`src/rtl/wb_master_pkg.sv`:
```
// wb_master_pkg: shared types and width constants for the Wishbone request sequencer.
package wb_master_pkg;
  typedef enum logic [1:0] {
    INIT_WAIT = 2'd0,
    IDLE      = 2'd1,
    BUS       = 2'd2,
    RESP      = 2'd3
  } state_e;
  localparam int AW_DEF = 32;
  localparam int DW_DEF = 32;
  localparam int TO_W   = 16;
endpackage

```
`src/rtl/wb_timeout_cnt.sv`:
```
// wb_timeout_cnt: counts waiting cycles and flags the cycle on which the limit is reached.
module wb_timeout_cnt
  import wb_master_pkg::*;
(
  input  logic            clk,
  input  logic            rst,
  input  logic            clr,
  input  logic            en,
  input  logic [TO_W-1:0] limit,
  output logic            expired
);
  logic [TO_W-1:0] cnt_q;
  logic [TO_W-1:0] cnt_d;
  assign cnt_d = clr ? '0 : en ? cnt_q + 1'b1 : cnt_q;
  // Expiry is flagged during the limit-th enabled cycle, so the wait lasts exactly limit cycles.
  assign expired = en && (cnt_q == limit - 1'b1);
  always_ff @(posedge clk) begin
    if (rst) cnt_q <= '0;
    else     cnt_q <= cnt_d;
  end
endmodule

```
`src/rtl/wb_master_seq.sv`:
```
// wb_master_seq: Wishbone classic initiator issuing one cycle per request;
// optional ack timeout enabled with macro WB_TIMEOUT_EN.
module wb_master_seq
  import wb_master_pkg::*;
#(
  parameter int AW      = AW_DEF,
  parameter int DW      = DW_DEF,
  parameter int SW      = DW / 8,
  parameter int TIMEOUT = 1023
) (
  input  logic          wb_clk_i,
  input  logic          wb_rst_i,
  input  logic          sdr_init_done,
  input  logic          req_valid,
  output logic          req_ready,
  input  logic          req_we,
  input  logic [AW-1:0] req_addr,
  input  logic [DW-1:0] req_wdata,
  input  logic [SW-1:0] req_sel,
  output logic          rsp_valid,
  input  logic          rsp_ready,
  output logic [DW-1:0] rsp_rdata,
  output logic          rsp_err,
  output logic          spurious_ack,
  output logic          wb_cyc_o,
  output logic          wb_stb_o,
  output logic          wb_we_o,
  output logic [AW-1:0] wb_addr_o,
  output logic [DW-1:0] wb_dat_o,
  output logic [SW-1:0] wb_sel_o,
  input  logic [DW-1:0] wb_dat_i,
  input  logic          wb_ack_i
);
  state_e        state_q, state_d;
  logic          cyc_q, cyc_d;
  logic          we_q, we_d;
  logic [AW-1:0] addr_q, addr_d;
  logic [DW-1:0] dat_q, dat_d;
  logic [SW-1:0] sel_q, sel_d;
  logic          rsp_valid_q, rsp_valid_d;
  logic [DW-1:0] rdata_q, rdata_d;
  logic          err_q, err_d;
  logic          spur_q, spur_d;
  logic          accept, in_bus, ack_bus, to_hit, done, rsp_take;

  assign req_ready = (state_q == IDLE) && sdr_init_done;
  assign accept    = req_valid && req_ready;
  assign in_bus    = state_q == BUS;
  assign ack_bus   = in_bus && wb_ack_i;
  assign done      = ack_bus || to_hit;
  assign rsp_take  = (state_q == RESP) && rsp_ready;

`ifdef WB_TIMEOUT_EN
  // Counter is gated off on ack cycles, so a simultaneous ack beats the timeout.
  wb_timeout_cnt u_to (
    .clk     (wb_clk_i),
    .rst     (wb_rst_i),
    .clr     (accept),
    .en      (in_bus && !wb_ack_i),
    .limit   (TO_W'(TIMEOUT)),
    .expired (to_hit)
  );
  assign rsp_err = err_q;
`else
  logic unused_timeout;
  assign unused_timeout = |TO_W'(TIMEOUT);
  assign to_hit  = 1'b0;
  assign rsp_err = 1'b0;
`endif

  always_comb begin
    state_d = state_q == INIT_WAIT ? (sdr_init_done ? IDLE : INIT_WAIT)
            : state_q == IDLE      ? (!sdr_init_done ? INIT_WAIT : accept ? BUS : IDLE)
            : state_q == BUS       ? (done ? RESP : BUS)
            : rsp_ready            ? (sdr_init_done ? IDLE : INIT_WAIT)
            :                        RESP;
    cyc_d       = accept ? 1'b1 : done ? 1'b0 : cyc_q;
    we_d        = accept ? req_we : done ? 1'b0 : we_q;
    addr_d      = accept ? req_addr : addr_q;
    dat_d       = accept ? req_wdata : dat_q;
    sel_d       = accept ? req_sel : sel_q;
    rsp_valid_d = done ? 1'b1 : rsp_take ? 1'b0 : rsp_valid_q;
    rdata_d     = ack_bus ? (we_q ? '0 : wb_dat_i) : to_hit ? '0 : rdata_q;
    err_d       = done ? to_hit : err_q;
    spur_d      = spur_q || (wb_ack_i && !in_bus);
  end

  always_ff @(posedge wb_clk_i) begin
    if (wb_rst_i) begin
      state_q     <= INIT_WAIT;
      cyc_q       <= 1'b0;
      we_q        <= 1'b0;
      addr_q      <= '0;
      dat_q       <= '0;
      sel_q       <= '0;
      rsp_valid_q <= 1'b0;
      rdata_q     <= '0;
      err_q       <= 1'b0;
      spur_q      <= 1'b0;
    end else begin
      state_q     <= state_d;
      cyc_q       <= cyc_d;
      we_q        <= we_d;
      addr_q      <= addr_d;
      dat_q       <= dat_d;
      sel_q       <= sel_d;
      rsp_valid_q <= rsp_valid_d;
      rdata_q     <= rdata_d;
      err_q       <= err_d;
      spur_q      <= spur_d;
    end
  end

  assign wb_cyc_o     = cyc_q;
  assign wb_stb_o     = cyc_q;
  assign wb_we_o      = we_q;
  assign wb_addr_o    = addr_q;
  assign wb_dat_o     = dat_q;
  assign wb_sel_o     = sel_q;
  assign rsp_valid    = rsp_valid_q;
  assign rsp_rdata    = rdata_q;
  assign spurious_ack = spur_q;
endmodule

```
`config.mk`:
```
export PLATFORM = sky130hd
export DESIGN_NAME = wb_master_seq
export DESIGN_NICKNAME = d
export VERILOG_FILES = /design/src/rtl/wb_master_pkg.sv /design/src/rtl/wb_timeout_cnt.sv /design/src/rtl/wb_master_seq.sv
export SDC_FILE = /design/constraint.sdc
export NUM_CORES = 1
export LEC_CHECK = 0
export ABC_AREA = 1
export CAP_MARGIN = 20
export CORE_AREA = 5 5 95 141
export CTS_BUF_LIST = sky130_fd_sc_hd__clkbuf_16
export DETAILED_ROUTE_END_ITERATION = 10
export DIE_AREA = 0 0 100 146
export MAX_ROUTING_LAYER = met4
export PLACE_DENSITY_LB_ADDON = 0.05
export SLEW_MARGIN = 10
export SYNTH_ARGS = -nofsm -noshare
export SYNTH_HDL_FRONTEND = slang
export SYNTH_SLANG_ARGS = --single-unit
```
`constraint.sdc`:
```
create_clock -name wb_clk_i -period 1.3 [get_ports wb_clk_i]
set_clock_uncertainty 0.2 [all_clocks]
set_input_delay 0.195 -clock wb_clk_i [delete_from_list [all_inputs] [get_ports wb_clk_i]]
set_output_delay 0.195 -clock wb_clk_i [all_outputs]
set_load 0.1 [all_outputs]
```
---- Yosys cells after proc, flatten, opt, wreduce, memory -nomap -nowiden ----
Cells that the tools add are included.
word-level totals
  register bits after elaboration ......... 106
  input port bits ......................... 107
  logic and storage cells ................. 36
cells by class
  eq/ne operators ......................... 3
  mux-type cells .......................... 14
  reduce and logical (&&, ||, !) cells .... 10
operators with widths
  operator              number
  $mux W32              1
  $mux W2               6
  $mux W1               7
  $logic_and A1 B1 Y1   5
  $eq A2 B2 Y1 const B  2
  $reduce_bool A2 Y1    2
  $eq A2 B1 Y1 const B  1
  $logic_not A2 Y1      1
  $logic_not A1 Y1      1
  $logic_or A1 B1 Y1    1

---- Depth between registers and ports, before layout ----
  depth in word-level cells ............... 7
  gate-level depth with buffers ........... 7

---- Worst setup path after synthesis ----
OpenSTA, ideal clock, no wires.
  path type ............................... reg2reg
  from .................................... reg we_q, in the netlist wb_we_o
  to ...................................... reg rdata_q[21], in the netlist rsp_rdata[21]
  library setup time ...................... 0.132 ns
  arrival time ............................ 1.556 ns
  data required time ...................... 0.968 ns
  slack ................................... -0.588 ns
  stages on the path, launching flop included .. 5
  path buffers ............................ 1
  clock period less this slack ............ 1.888 ns
  path through ............................ dfxtp_1 > inv_1 > clkbuf_1 > nand4_1 > a21oi_1
between the ends
  word-level cells in the longest chain between the ends .. 1
RTL lines
  item                    RTL line              RTL
  from (decl)             wb_master_seq.sv:36   logic we_q, we_d;
  from (signal assigned)  wb_master_seq.sv:103  we_q <= we_d;
  $mux W32                wb_master_seq.sv:83   rdata_d = ack_bus ? (we_q ? '0 : wb_dat_i) : to_hit ? '0 : rdata_q;
  to (signal assigned)    wb_master_seq.sv:108  rdata_q <= rdata_d;
  to (decl)               wb_master_seq.sv:41   logic [DW-1:0] rdata_q, rdata_d;
No other way between the ends.
A chain may end at the register's enable or synchronous reset.

---- Worst setup path after layout ----
  from .................................... reg state_q[1]
  to ...................................... out req_ready
between the ends
  word-level cells in the longest chain between the ends .. 2
RTL lines
  item                    RTL line              RTL
  from (decl)             wb_master_seq.sv:34   state_e state_q, state_d;
  from (signal assigned)  wb_master_seq.sv:101  state_q <= state_d;
  $eq A2 B1 Y1            wb_master_seq.sv:46   assign req_ready = (state_q == IDLE) && sdr_init_done;
  $logic_and A1 B1 Y1     wb_master_seq.sv:46
  to (decl)               wb_master_seq.sv:15   output logic req_ready,
No other way between the ends.

==> metrics.txt <==
violated checks=setup timing; biggest area consumer among synthesized cells=sky130_fd_sc_hd__dfxtp_1; number of search-and-repair iterations in the first detailed-routing pass=5; cell type with the highest occurrence count on the critical path=sky130_fd_sc_hd__buf_12; DRC marker count from the first detailed-route iteration=121; number of library cell types mapped by synthesis=22; nets in the synthesized netlist=600; cell with the largest stage delay on the worst path=sky130_fd_sc_hd__dfxtp_2; net load switching power=roughly 2.6 mW; share of layout cells above drive strength 1=0.588; setup slack after placement=-0.482 ns; H-tree level count=3; Rows=49; Num Clock Sinks=106; die height=146 um; maximum number of pins on one net before global-route repair=67; count of vias placed by the detailed router=between 4000 and 5000; element type at the critical path end=output pin; Cell Area, Placed=7680 um^2; post-synthesis mux area share=0; effective utilization at floorplan=0.344; crit path launch type=register; Worst EP arrival=between 1 and 1.5 ns; post-synthesis simple-gate area fraction=0.268; total number of yosys warnings=0; total core area=approximately 12000 um^2; total inserted antenna cells=0; minimum clock period after layout=around 1.6 ns; share of synthesized cell area in full adder, half adder and majority cells=0; wire length of the first global-routing pass=~24000 um; Worst Setup Slack, final=-0.252 ns; Finished Cell Area=9200 um^2; routed wire length=around 16000 um; outcome=complete, but fails checks; Logic pwr share=0.263; Detailed Place HPWL=between 10000 and 15000 um; io pins=between 200 and 250; crit-path leading delay family=flip-flops; post-detailed-route DRC marker count=0; gpl congestion=roughly 0.81; clock group share of total power=0.344; Skew-Pair Late Insertion Delay=roughly 0.33 ns; area overhead of the layout relative to synthesis=124%; required time reported for the critical path endpoint=0.90 ns; synth top area cells=sky130_fd_sc_hd__dfxtp_1 (52%), sky130_fd_sc_hd__a21oi_1 (11%), sky130_fd_sc_hd__nand2_1 (10%); post-route ant nets=0; overall overflow remaining after global route=0; number of antenna violations at the first check in global routing=0; Clock Root Buffer=sky130_fd_sc_hd__clkbuf_16; routed wirelength normalized by instance count=between 15 and 20 um; Post-layout nets=roughly 840; maximum operating frequency=~640 MHz; area fraction in compound gates after synthesis=0.140; vias in the first global route=about 4500; Pwr Density=about 940 nW/um^2; Die W=~100 um; cells along the critical path=inv_4 -> nand2_4 -> nor2_8 -> buf_12 -> buf_12; fin crit share=1.19; clock edge transition at the registers on the reported setup and hold paths=0.07 ns; setup repair after global routing missed its margin=true; Hold/Removal Path Class=input port to register; post-synthesis register bit count=106; maximum vdd drop=between 0.7 and 0.8 mV; crit-path max FO=2; fraction of power spent switching nets=0.298; total leakage power=roughly 3.3 nW; highest-count cells in the layout ignoring fill and taps=sky130_fd_sc_hd__buf_12 (122), sky130_fd_sc_hd__clkdlybuf4s50_1 (103), sky130_fd_sc_hd__a21oi_2 (61); most common library cell in the layout ignoring fill and taps=sky130_fd_sc_hd__buf_12; synthesized instance count=a little under 500; internal power component=about 6 mW; combined area of all synthesized cells=4120 um^2; Max Cap Violations=0; syn avg cell area=roughly 8.3 um^2; number of vias per cell after detailed routing=5.10; fill cell count=a little under 800; longest individual stage delay on the worst path=around 0.34 ns; Final Slew Violations=0; quantity of I/O buffers inserted on ports=between 200 and 250; area fraction of the dominant cell type after synthesis=0.516; end-of-flow core utilization=0.770; GR Util All Layers=0.209; CP Buf/Inv Count=3; CTS Buf Count=9; clock buffer depth=2; type of the worst setup path=register to output pin; main combinational cell family by area after synthesis=simple AND/OR/NAND/NOR gates; area enclosed by the die boundary=about 15000 um^2; number of failing hold endpoints at the final stage=0; synthesized-area fraction occupied by xor and xnor cells=0; final setup violating endpoints=105; power share of the sequential group=0.393; CTS tree=yes; sequential share of the synthesized area=0.516; Setup TNS Final=-12.86 ns
==> registers in the layout, summed over array words and instances (netlist names) <==
signal and flops:
rsp_rdata 32, rsp_valid 1, spurious_ack 1, state_q 2, wb_addr_o 32, wb_cyc_o 1
wb_dat_o 32, wb_sel_o 4, wb_we_o 1
==> what timing repair did <==
item / 4_1_cts / 5_1_grt
buffers inserted: 14 / 18
pin swaps: 13 / 42
resized for setup: 43 / 195
gates cloned: 8 / 3
hold buffers: 1 / 0
setup endpoints to repair: 108 / 142
endpoints found under the hold margin: 5 / 0
==> cells in the mapped netlist, drive strengths merged <==
cell    number
a21oi      104
buf         30
nand2      111
a31oi        1
nor2         5
conb         1
o21ai        2
clkbuf      20
inv          7
nand4       34
nand3       72
dfxtp      106
==> per-stage QoR <==
stage	cells	power [mW]	hold WS, ns
2_1_floorplan	493	4.57	0.129
3_3_place_gp	835	5.47	0.270
3_5_place_dp	835	5.49	0.275
4_1_cts	874	8.64	0.101
5_1_grt	889	8.98	0.127
6_report	889	8.65	0.117
==> routing by layer <==
layer,wire length (um),track usage,up-vias
met5,0,-,-
met4,309,0.0614,0
met3,1110,0.0552,21
met2,9060,0.373,172
met1,5780,0.223,2174
li1,-,-,2164
==> path summary, 6_finish.rpt <==
check	startpoint	to	slack (ns)	cells after the start
setup / recovery	state_q[1]$_SDFF_PP0_	req_ready	-0.25	5
hold / removal	req_valid	wb_sel_o[0]$_SDFFE_PP0P_	0.12	4
setup reg to reg	state_q[1]$_SDFF_PP0_	rsp_rdata[24]$_SDFFE_PP0P_	-0.22	7
hold reg to reg	wb_addr_o[17]$_SDFFE_PP0P_	wb_addr_o[17]$_SDFFE_PP0P_	0.28	2
==> final cells by class <==
cell class                      instances  area (um^2)  share of cell area
Timing Repair Buffer                  277         4010               0.435
Sequential cell                       106         2380               0.258
Multi-Input combinational cell        330         2270               0.246
Clock buffer                           10          250              0.0272
Tap cell                              153          191              0.0208
Clock inverter                          6         80.1             0.00870
Inverter                                7         31.3             0.00340
==> logic make-up (layout without fill, tap and decap cells) <==
kind of cell / Yosys count / after routing
buf+inv: 57 / 300
simple gates: 222 / 222
other cells: 1 / 1
flops: 106 / 106
compound gates: 107 / 107
==> worst min-delay path, stage by stage <==
cell	delay, ns
sky130_fd_sc_hd__buf_2	0.14
sky130_fd_sc_hd__buf_4	0.15
sky130_fd_sc_hd__nand3_1	0.09
sky130_fd_sc_hd__a21oi_2	0.05
==> power by group through the flow <==
stage / Clock (mW) / Sequential [mW] / Combinational (mW)
5_1_grt: 3.20 / 3.41 / 2.36
3_3_place_gp: 0 / 3.53 / 1.95
2_1_floorplan: 0 / 4.11 / 0.460
3_5_place_dp: 0 / 3.53 / 1.96
4_1_cts: 3.05 / 3.46 / 2.14
6_report: 2.98 / 3.40 / 2.27
Note: power is estimated with default switching activity, not from simulation.
